--- src/rtl/key_streamer.sv ---
// Key byte streamer: buffers up to DEPTH key bytes, resets the validator for one
// cycle, streams bytes 0..len-1 one per clock, then captures the validator verdict.
module key_streamer #(
  parameter int              WIDTH = 8,
  parameter int              DEPTH = 32,
  parameter logic [WIDTH-1:0] FILL = 8'hEB,
  parameter int              LW    = $clog2(DEPTH) + 1
) (
  input  logic             clk,
  input  logic             reset_n,
  input  logic             wr_en,
  input  logic [WIDTH-1:0] wr_data,
  input  logic             clear,
  input  logic             start,
  input  logic [LW-1:0]    len,
  output logic [LW-1:0]    count,
  output logic             full,
  output logic             busy,
  output logic             err,
  output logic [WIDTH-1:0] out,
  output logic             vrst,
  input  logic [WIDTH-1:0] result_in,
  output logic             done,
  output logic             pass,
  output logic             fail
);
  localparam int AW = $clog2(DEPTH);

  typedef enum logic [2:0] {IDLE, ARM, SEND, FLUSH, CHECK} state_t;

  state_t           state_q, state_d;
  logic [LW-1:0]    count_q, count_d;
  logic [LW-1:0]    len_q, len_d;
  logic [AW-1:0]    idx_q, idx_d;
  logic [WIDTH-1:0] out_q, out_d;
  logic             vrst_q, vrst_d, busy_q, busy_d, full_q, full_d;
  logic             err_q, err_d, done_q, done_d, pass_q, pass_d, fail_q, fail_d;
  logic [WIDTH-1:0] mem_q [DEPTH];

  logic is_idle, start_ok, wr_fire, last_byte;

  assign is_idle   = (state_q == IDLE);
  // Length check uses the count before any same-cycle append.
  assign start_ok  = is_idle && start && (len != '0) && (len <= count_q);
  assign wr_fire   = is_idle && wr_en && !clear && !full_q;
  assign last_byte = ({1'b0, idx_q} == len_q - LW'(1));

  always_ff @(posedge clk or negedge reset_n) begin
    if (!reset_n) begin
      state_q <= IDLE;
      count_q <= '0;
      len_q   <= '0;
      idx_q   <= '0;
      out_q   <= FILL;
      vrst_q  <= 1'b1;
      busy_q  <= 1'b0;
      full_q  <= 1'b0;
      err_q   <= 1'b0;
      done_q  <= 1'b0;
      pass_q  <= 1'b0;
      fail_q  <= 1'b0;
    end else begin
      state_q <= state_d;
      count_q <= count_d;
      len_q   <= len_d;
      idx_q   <= idx_d;
      out_q   <= out_d;
      vrst_q  <= vrst_d;
      busy_q  <= busy_d;
      full_q  <= full_d;
      err_q   <= err_d;
      done_q  <= done_d;
      pass_q  <= pass_d;
      fail_q  <= fail_d;
    end
  end

  always_ff @(posedge clk) begin
    if (wr_fire) mem_q[count_q[AW-1:0]] <= wr_data;
  end

  always_comb begin
    state_d = state_q;
    count_d = count_q;
    len_d   = len_q;
    idx_d   = idx_q;
    unique case (state_q)
      IDLE: begin
        if (clear)        count_d = '0;
        else if (wr_fire) count_d = count_q + LW'(1);
        if (start_ok) begin
          len_d   = len;
          idx_d   = '0;
          state_d = ARM;
        end
      end
      // The ARM->SEND edge already drives byte 0, so ARM also advances idx.
      ARM, SEND: begin
        if (last_byte) state_d = FLUSH;
        else begin
          idx_d   = idx_q + AW'(1);
          state_d = SEND;
        end
      end
      FLUSH:   state_d = CHECK;
      CHECK:   state_d = IDLE;
      default: state_d = IDLE;
    endcase
  end

  always_comb begin
    out_d  = out_q;
    pass_d = pass_q;
    fail_d = fail_q;
    vrst_d = (state_d == ARM);
    busy_d = (state_d != IDLE);
    full_d = (count_d == LW'(DEPTH));
    err_d  = is_idle && start && !start_ok;
    done_d = (state_q == CHECK);
    unique case (state_q)
      IDLE: begin
        out_d = FILL;
        if (start_ok) begin
          pass_d = 1'b0;
          fail_d = 1'b0;
        end
      end
      ARM, SEND: out_d = mem_q[idx_q];
      FLUSH:     out_d = FILL;
      CHECK: begin
        pass_d = (result_in != '0);
        fail_d = (result_in == '0);
      end
      default: out_d = FILL;
    endcase
  end

  assign count = count_q;
  assign full  = full_q;
  assign busy  = busy_q;
  assign err   = err_q;
  assign out   = out_q;
  assign vrst  = vrst_q;
  assign done  = done_q;
  assign pass  = pass_q;
  assign fail  = fail_q;
endmodule

--- config.mk ---
export PLATFORM = sky130hd
export DESIGN_NAME = key_streamer
export DESIGN_NICKNAME = d
export VERILOG_FILES = /design/src/rtl/key_streamer.sv
export SDC_FILE = /design/constraint.sdc
export NUM_CORES = 1
export LEC_CHECK = 0
export CORE_MARGIN = 2
export CORE_UTILIZATION = 54
export CTS_CLUSTER_SIZE = 10
export DETAILED_ROUTE_END_ITERATION = 8
export HOLD_SLACK_MARGIN = 0.05
export PLACE_DENSITY = 0.81
export SYNTH_ARGS = -nofsm -noshare
export SYNTH_HDL_FRONTEND = slang
export SYNTH_SLANG_ARGS = --single-unit
--- constraint.sdc ---
create_clock -name clk -period 2.35 [get_ports clk]
set_input_delay 0.5875 -clock clk [delete_from_list [all_inputs] [get_ports clk]]
set_output_delay 0.5875 -clock clk [all_outputs]
set_load 0.005 [all_outputs]
==> results of run 1 <==
[power by group through the flow]
stage          registers, mW  clock network, mW  logic, mW
5_1_grt                 6.15               4.89       4.04
6_report                6.13               4.64       3.82
3_3_place_gp            6.24                  0       3.41
2_1_floorplan           6.16                  0       2.23
3_5_place_dp            6.25                  0       3.53
4_1_cts                 6.12               4.70       3.76
[how the worst max path moves through the flow]
stage / startpoint / endpoint / slack [ns]
finish: idx_q[0] / out[4] / -0.02
global route: idx_q[0] / out[4] / -0.06
CTS: idx_q[0] / out[4] / -0.001
detailed placement: len[5] / idx_q[0] / -0.46
global placement: len[0] / idx_q[0] / -0.43
floorplan: state_q[2] / mem_q[23][0] / -0.02
[repair_timing]
action	4_1_cts	5_1_grt
hold buffers	1	0
setup buffers	2	0
cloned	0	0
pin swaps	0	3
endpoints found under the setup margin	8	15
gates resized for setup	1	9
endpoints found under the hold margin	5	0
[state kept, by name, indices dropped and copies added, names as in the netlist]
register  flops
len_q         6
done          1
pass          1
busy          1
out           8
idx_q         5
state_q       3
full          1
mem_q       256
err           1
count         6
vrst          1
fail          1
[kinds of logic (layout without fill, tap and decap cells)]
logic type               count (synthesis)  in the layout  share of synthesized area, %
AO/OA/AOI/OAI                           39             39                         2.244
XOR/XNOR                                11             11                        0.8230
adder cells (fa/ha/maj)                 12             12                         1.282
buffers and inverters                   44            214                         1.614
flip-flops                             291            291                         73.22
multiplexers                            87             87                         16.03
AND/OR/NAND/NOR                        117            117                         4.788
[worst register-to-register path, stage by stage (launching register included)]
cell and delay (ns):
dfrtp_4 0.49, buf_12 0.17, mux4_2 0.57, mux4_2 0.55, and3_4 0.21, a221o_1 0.27
[cells in the final DEF (no fill, tap or decap), drive strengths merged, types with 2 or more instances in the layout]
cell | netlist | layout
nor4 | 2 | 2
o2bb2ai | 2 | 2
nand2b | 6 | 6
edfxtp | 256 | 256
dfrtp | 28 | 28
clkbuf | 13 | 51
mux2 | 4 | 4
buf | 14 | 96
a21oi | 9 | 9
nand2 | 23 | 23
nand3 | 9 | 9
nor3 | 10 | 10
clkdlybuf4s50 | 0 | 46
mux4 | 80 | 80
nand4 | 4 | 4
nor2 | 51 | 51
a31oi | 3 | 3
ha | 12 | 12
xor2 | 2 | 2
dfstp | 7 | 7
inv | 16 | 17
xnor2 | 9 | 9
o22ai | 8 | 8
clkinv | 1 | 2
or4 | 2 | 2
a221o | 3 | 3
and3 | 5 | 5
mux2i | 3 | 3
o21ai | 6 | 6
[final cells by class]
cell class	instances	area share (%)
clock buffers	51	6.580
repair buffers	143	9.052
well taps	275	2.419
flip-flops and latches	291	60.30
clock inverters	3	0.1407
multi-input cells	266	21.06
inverters	17	0.4486
[metrics by stage]
step / std cells / worst slack (ns) / instance area (sq um)
6_report: 1046 / -0.02372 / 14220
2_1_floorplan: 601 / -0.01589 / 11730
4_1_cts: 1046 / -0.001371 / 14170
5_1_grt: 1046 / -0.05717 / 14220
3_3_place_gp: 989 / -0.4315 / 13160
3_5_place_dp: 989 / -0.4595 / 13160
[metal layers]
layer / wire (microns) / share of wire, %
met5: 0 / 0
met4: 858 / 3.0
met3: 2566 / 8.9
met2: 14820 / 51
met1: 10620 / 37
==> run_results.csv, run 1 <==
group,metric,value,unit
power,switching_power,4.033,mW
final_layout,finalNetCount,793,
worst_setup_path,cp_top_family,"multiplexers",
power,p_comb_share,26.2,%
detailed_routing,drt_first_pass_iters,5,
logic_synthesis,synthCells,601,
worst_setup_path,crit_chain,"buf_12 -> mux4_2 -> mux4_2 -> and3_4 -> a221o_1",
global_route,met1_usage,34.49,%
worst_hold_path,hold_class,"reg -> reg",
run,maxCapViolCount,0,
timing,finalHoldViolations,0,
clock_tree,cts_tree,"built",
clock_tree,cts_buffer_depth,3,
worst_setup_path,critPathCaptureType,"flip-flop",
logic_synthesis,synth_ff_type,"edfxtp_1",
worst_hold_path,hold_end,"out[6]",
global_route,grt_use_total,26.34,%
power,swShare,27.64,%
global_route,antenna_found_initial,0,
timing,period_minus_slack,2.374,ns
floorplan,io_pins,48,
logic_synthesis,yosysMostFrequentCell,"edfxtp_1",
timing,slew_violations,0,
detailed_routing,drc,0,
floorplan,row_count,53,
detailed_routing,via_per_inst,6.291,
final_layout,synthToLayoutAreaGrowth,21.49,%
final_layout,layout-drive-gt1-share,30.74,%
timing,relSlewSlack,66.44,%
timing,worst_clock_skew,0.01869,ns
logic_synthesis,ys_ff_latch,291,
worst_hold_path,min_path_cells,2,
final_layout,diodes,0,
worst_setup_path,worstReg2RegStart,"idx_q[0]",
timing,setup_tns,-0.03597,ns
worst_setup_path,reg2reg_to,"out[4]",
final_layout,fin_util,67.24,%
logic_synthesis,syn_area,11710,sq um
clock_tree,clk_latency,0.51,ns
worst_setup_path,slowest_delay,0.56,ns
worst_setup_path,crit_buf_inv,1,
power,power.density,1026,nW/um^2
detailed_routing,wl_per_cell,27.60,microns
power,p_leak,4.821,nW
clock_tree,clkTransAtPathRegs,0.06,ns
detailed_routing,first_iter_violations,705,
power,intPower,10.56,mW
global_route,grt_pass1_wl,43190,microns
worst_setup_path,start_kind,"flip-flop",
detailed_routing,ant_nets,0,
placement,gp_congestion,0.8600,
detailed_routing,wl,28870,microns
power,ir_drop,0.0005247,V
power,clkPwrFrac,31.8,%
global_route,grt-busiest-layer,"met2",
timing,timing.final.ws_setup,-0.02372,ns
global_route,use_met2,44.37,%
logic_synthesis,ys_seq_area_share,73.22,%
logic_synthesis,syn_avg_cell_area,19.48,sq um
final_layout,regArea,8577,sq um
logic_synthesis,synth.largest_area_cell,"edfxtp_1",
logic_synthesis,async_flop_share,12.03,%
floorplan,dieArea,22880,sq um
timing,fin_hold_ws,0.5022,ns
detailed_routing,vias,6580,
logic_synthesis,yosysWarnings,0,
floorplan,die_x,151.2,microns
clock_tree,cts-root-buf,"clkbuf_16",
worst_setup_path,cp.depth,5,
placement,port_buffers,47,
global_route,grt_use_met3,5.301,%
floorplan,die_y,151.2,microns
floorplan,coreArea,21150,sq um
clock_tree,numCtsBuffers,35,
worst_setup_path,path_max_fanout,9,
clock_tree,htree_num_levels,2,
clock_tree,cts_sinks,291,
logic_synthesis,synth_edf_count,256,
worst_setup_path,reg2reg_depth,5,
final_layout,nFillCells,1261,
power,p_seq_share,42.0,%
worst_setup_path,timing_worst_setup_path_type,"reg -> reg",
status,violations,"negative setup slack",
global_route,grt_max_degree,33,
worst_setup_path,required,2.74,ns
power,p_total,14.59,mW
worst_setup_path,crit_top_cell,"mux4_2",
status,outcome,"finished, violations left",
global_route,grt_overflow,0,
logic_synthesis,synth.top_cell.area_share,65.66,%
final_layout,multi_input_area,2995,sq um
logic_synthesis,synth_nets,640,
worst_hold_path,hp-start,"out[6]",
timing,max_freq,421.3,MHz
global_route,grt_pass1_vias,7003,
timing,finalCritPeriodShare,101.0,%
worst_setup_path,ff2ff_setup_slack,-0.02,ns
logic_synthesis,synth_area_leaders,"edfxtp_1 66%, mux4_2 15%, dfrtp_1 6.0%",
timing,worst_pin_slew,0.5034,ns
worst_setup_path,slowest_stage,"mux4_2",
timing,rsz0062_at_grt,"yes",
logic_synthesis,synth_cell_type_count,46,
worst_setup_path,cp.arrival,2.76,ns
placement,hpwl,17260,microns
floorplan,start_util,55.34,%
logic_synthesis,synth_common_cells,"256 x edfxtp_1, 80 x mux4_2, 51 x nor2_1",
timing,setup_violations,2,
Note: power is estimated with default switching activity, not from simulation.
==> run 2, diff against run 1 <==
CORE_MARGIN = 3   (was 2)
==> run_results.csv, run 2 (synthesis results as in run 1) <==
group,metric,value,unit
detailed_routing,drt_first_pass_iters,5,
timing,slew_violations,0,
power,ir_drop,0.0004438,V
global_route,grt_overflow,0,
power,power.density,1028,nW/um^2
worst_setup_path,critPathCaptureType,"flip-flop",
final_layout,finalNetCount,799,
timing,rsz0062_at_grt,"no",
worst_setup_path,cp.arrival,2.76,ns
timing,period_minus_slack,2.336,ns
worst_setup_path,required,2.78,ns
final_layout,regArea,8577,sq um
global_route,grt_use_total,23.65,%
worst_setup_path,timing_worst_setup_path_type,"reg -> reg",
detailed_routing,wl,28240,microns
worst_hold_path,hold_class,"in -> async",
clock_tree,clkTransAtPathRegs,0.06,ns
timing,max_freq,428.2,MHz
worst_setup_path,path_max_fanout,13,
placement,port_buffers,47,
final_layout,nFillCells,1249,
timing,setup_violations,0,
final_layout,final_cell_mix,"256 x edfxtp_1, 90 x buf_4, 80 x mux4_2",
clock_tree,cts_tree,"built",
final_layout,layout-drive-gt1-share,31.32,%
placement,hpwl,17350,microns
final_layout,fin_cells,1054,
timing,timing.final.ws_setup,0.01441,ns
clock_tree,clk_latency,0.50,ns
final_layout,layout_commonest_cell,"edfxtp_1",
timing,finalCritPeriodShare,99.39,%
detailed_routing,drc,0,
worst_setup_path,start_kind,"flip-flop",
worst_setup_path,slowest_delay,0.56,ns
clock_tree,hold_buffers,0,
floorplan,dieArea,23480,sq um
detailed_routing,first_iter_violations,679,
timing,worst_clock_skew,0.01932,ns
final_layout,multi_input_area,2989,sq um
clock_tree,htree_num_levels,2,
detailed_routing,via_per_inst,6.304,
worst_setup_path,crit_chain,"buf_4 -> buf_12 -> buf_4 -> mux4_2 -> mux4_2 -> o22ai_1 -> nor2_1",
global_route,antenna_found_initial,0,
worst_setup_path,slowest_stage,"mux4_2",
detailed_routing,ant_nets,0,
placement,place_inst,986,
floorplan,row_count,53,
final_layout,synthToLayoutAreaGrowth,22.23,%
floorplan,coreArea,21150,sq um
timing,finalHoldViolations,0,
final_layout,largest_register_ffs,256,
clock_tree,cts_buffer_depth,3,
global_route,grt_pass1_vias,6877,
global_route,grt_max_degree,36,
placement,gp_congestion,0.8665,
floorplan,io_pins,48,
power,p_leak,4.902,nW
clock_tree,cts_sinks,291,
status,outcome,"completed",
final_layout,diodes,0,
placement,pre_cts_ws,-0.4587,ns
power,p_total,14.71,mW
timing,relSlewSlack,56.13,%
clock_tree,numCtsBuffers,35,
timing,fin_hold_ws,0.1218,ns
run,maxCapViolCount,0,
floorplan,die_x,153.2,microns
floorplan,die_y,153.2,microns
timing,worst_pin_slew,0.6580,ns
detailed_routing,vias,6644,
floorplan,start_util,55.34,%
clock_tree,cts-root-buf,"clkbuf_16",
global_route,grt_pass1_wl,41900,microns
detailed_routing,wl_per_cell,26.79,microns
run 2: cell types whose count changed in the layout (fill, tap and decap cells not counted), moves of 2 or more:
cell             before  now
clkdlybuf4s50_1      46   43
dlymetal6s2s_1        0    3
clkbuf_1             16   18
buf_4                85   90
buf_12                7   10
run 2: worst max-delay path: cells and delay by family (launching register included):
family | cells | cell delay, ns
AND/OR/NAND/NOR | 1 | 0.07
AO/OA/AOI/OAI | 1 | 0.21
flip-flops | 1 | 0.47
multiplexers | 2 | 1.05
buffers and inverters | 3 | 0.46
run 2: through the flow:
step | instance area (sq um) | TNS [ns] | utilization, %
2_1_floorplan | 11730 | -0.3953 | -
3_3_place_gp | 13190 | -21.34 | 62.33
3_5_place_dp | 13190 | -29.79 | 62.33
4_1_cts | 14180 | 0 | 67.02
5_1_grt | 14310 | 0 | 67.65
6_report | 14310 | 0 | 67.65
run 2: layout make-up:
type                            count  area share, %
Sequential cell                   291          59.94
Multi-Input combinational cell    266          20.89
Timing Repair Buffer              149          9.583
Clock buffer                       53          6.593
Tap cell                          275          2.404
Inverter                           17         0.4459
Clock inverter                      3         0.1486
run 2: where the power goes:
group,internal (mW),total (mW),switching (mW)
sequential,5.91,6.12,0.215
clock,2.75,4.64,1.89
combinational,2.04,3.95,1.91
total,10.7,14.7,4.02
run 2: final timing paths:
| kind | slack (ns) | depth (start not counted) | from | to |
|---|---|---|---|---|
| max | 0.01 | 7 | idx_q[0] | out[0] |
| min | 0.12 | 1 | reset_n | idx_q[3] |
| min reg2reg | 0.52 | 2 | out[3] | out[3] |
| max reg2reg | 0.01 | 7 | idx_q[0] | out[0] |
| min in group clk | 0.47 | 4 | len[0] | len_q[0] |
| max in group asynchronous | 1.57 | 2 | reset_n | out[6] |
run 2: routing by layer:
layer	vias up	share of wire (%)	track usage, %
met5	-	0	0
met4	0	4.0	8.443
met3	76	10	6.229
met2	458	48	37.49
met1	3365	37	32.32
li1	2745	-	-
run 2: what timing repair did:
action	4_1_cts	5_1_grt
pin swaps	0	3
endpoints found under the setup margin	8	21
gates resized for setup	0	12
setup buffers	2	10
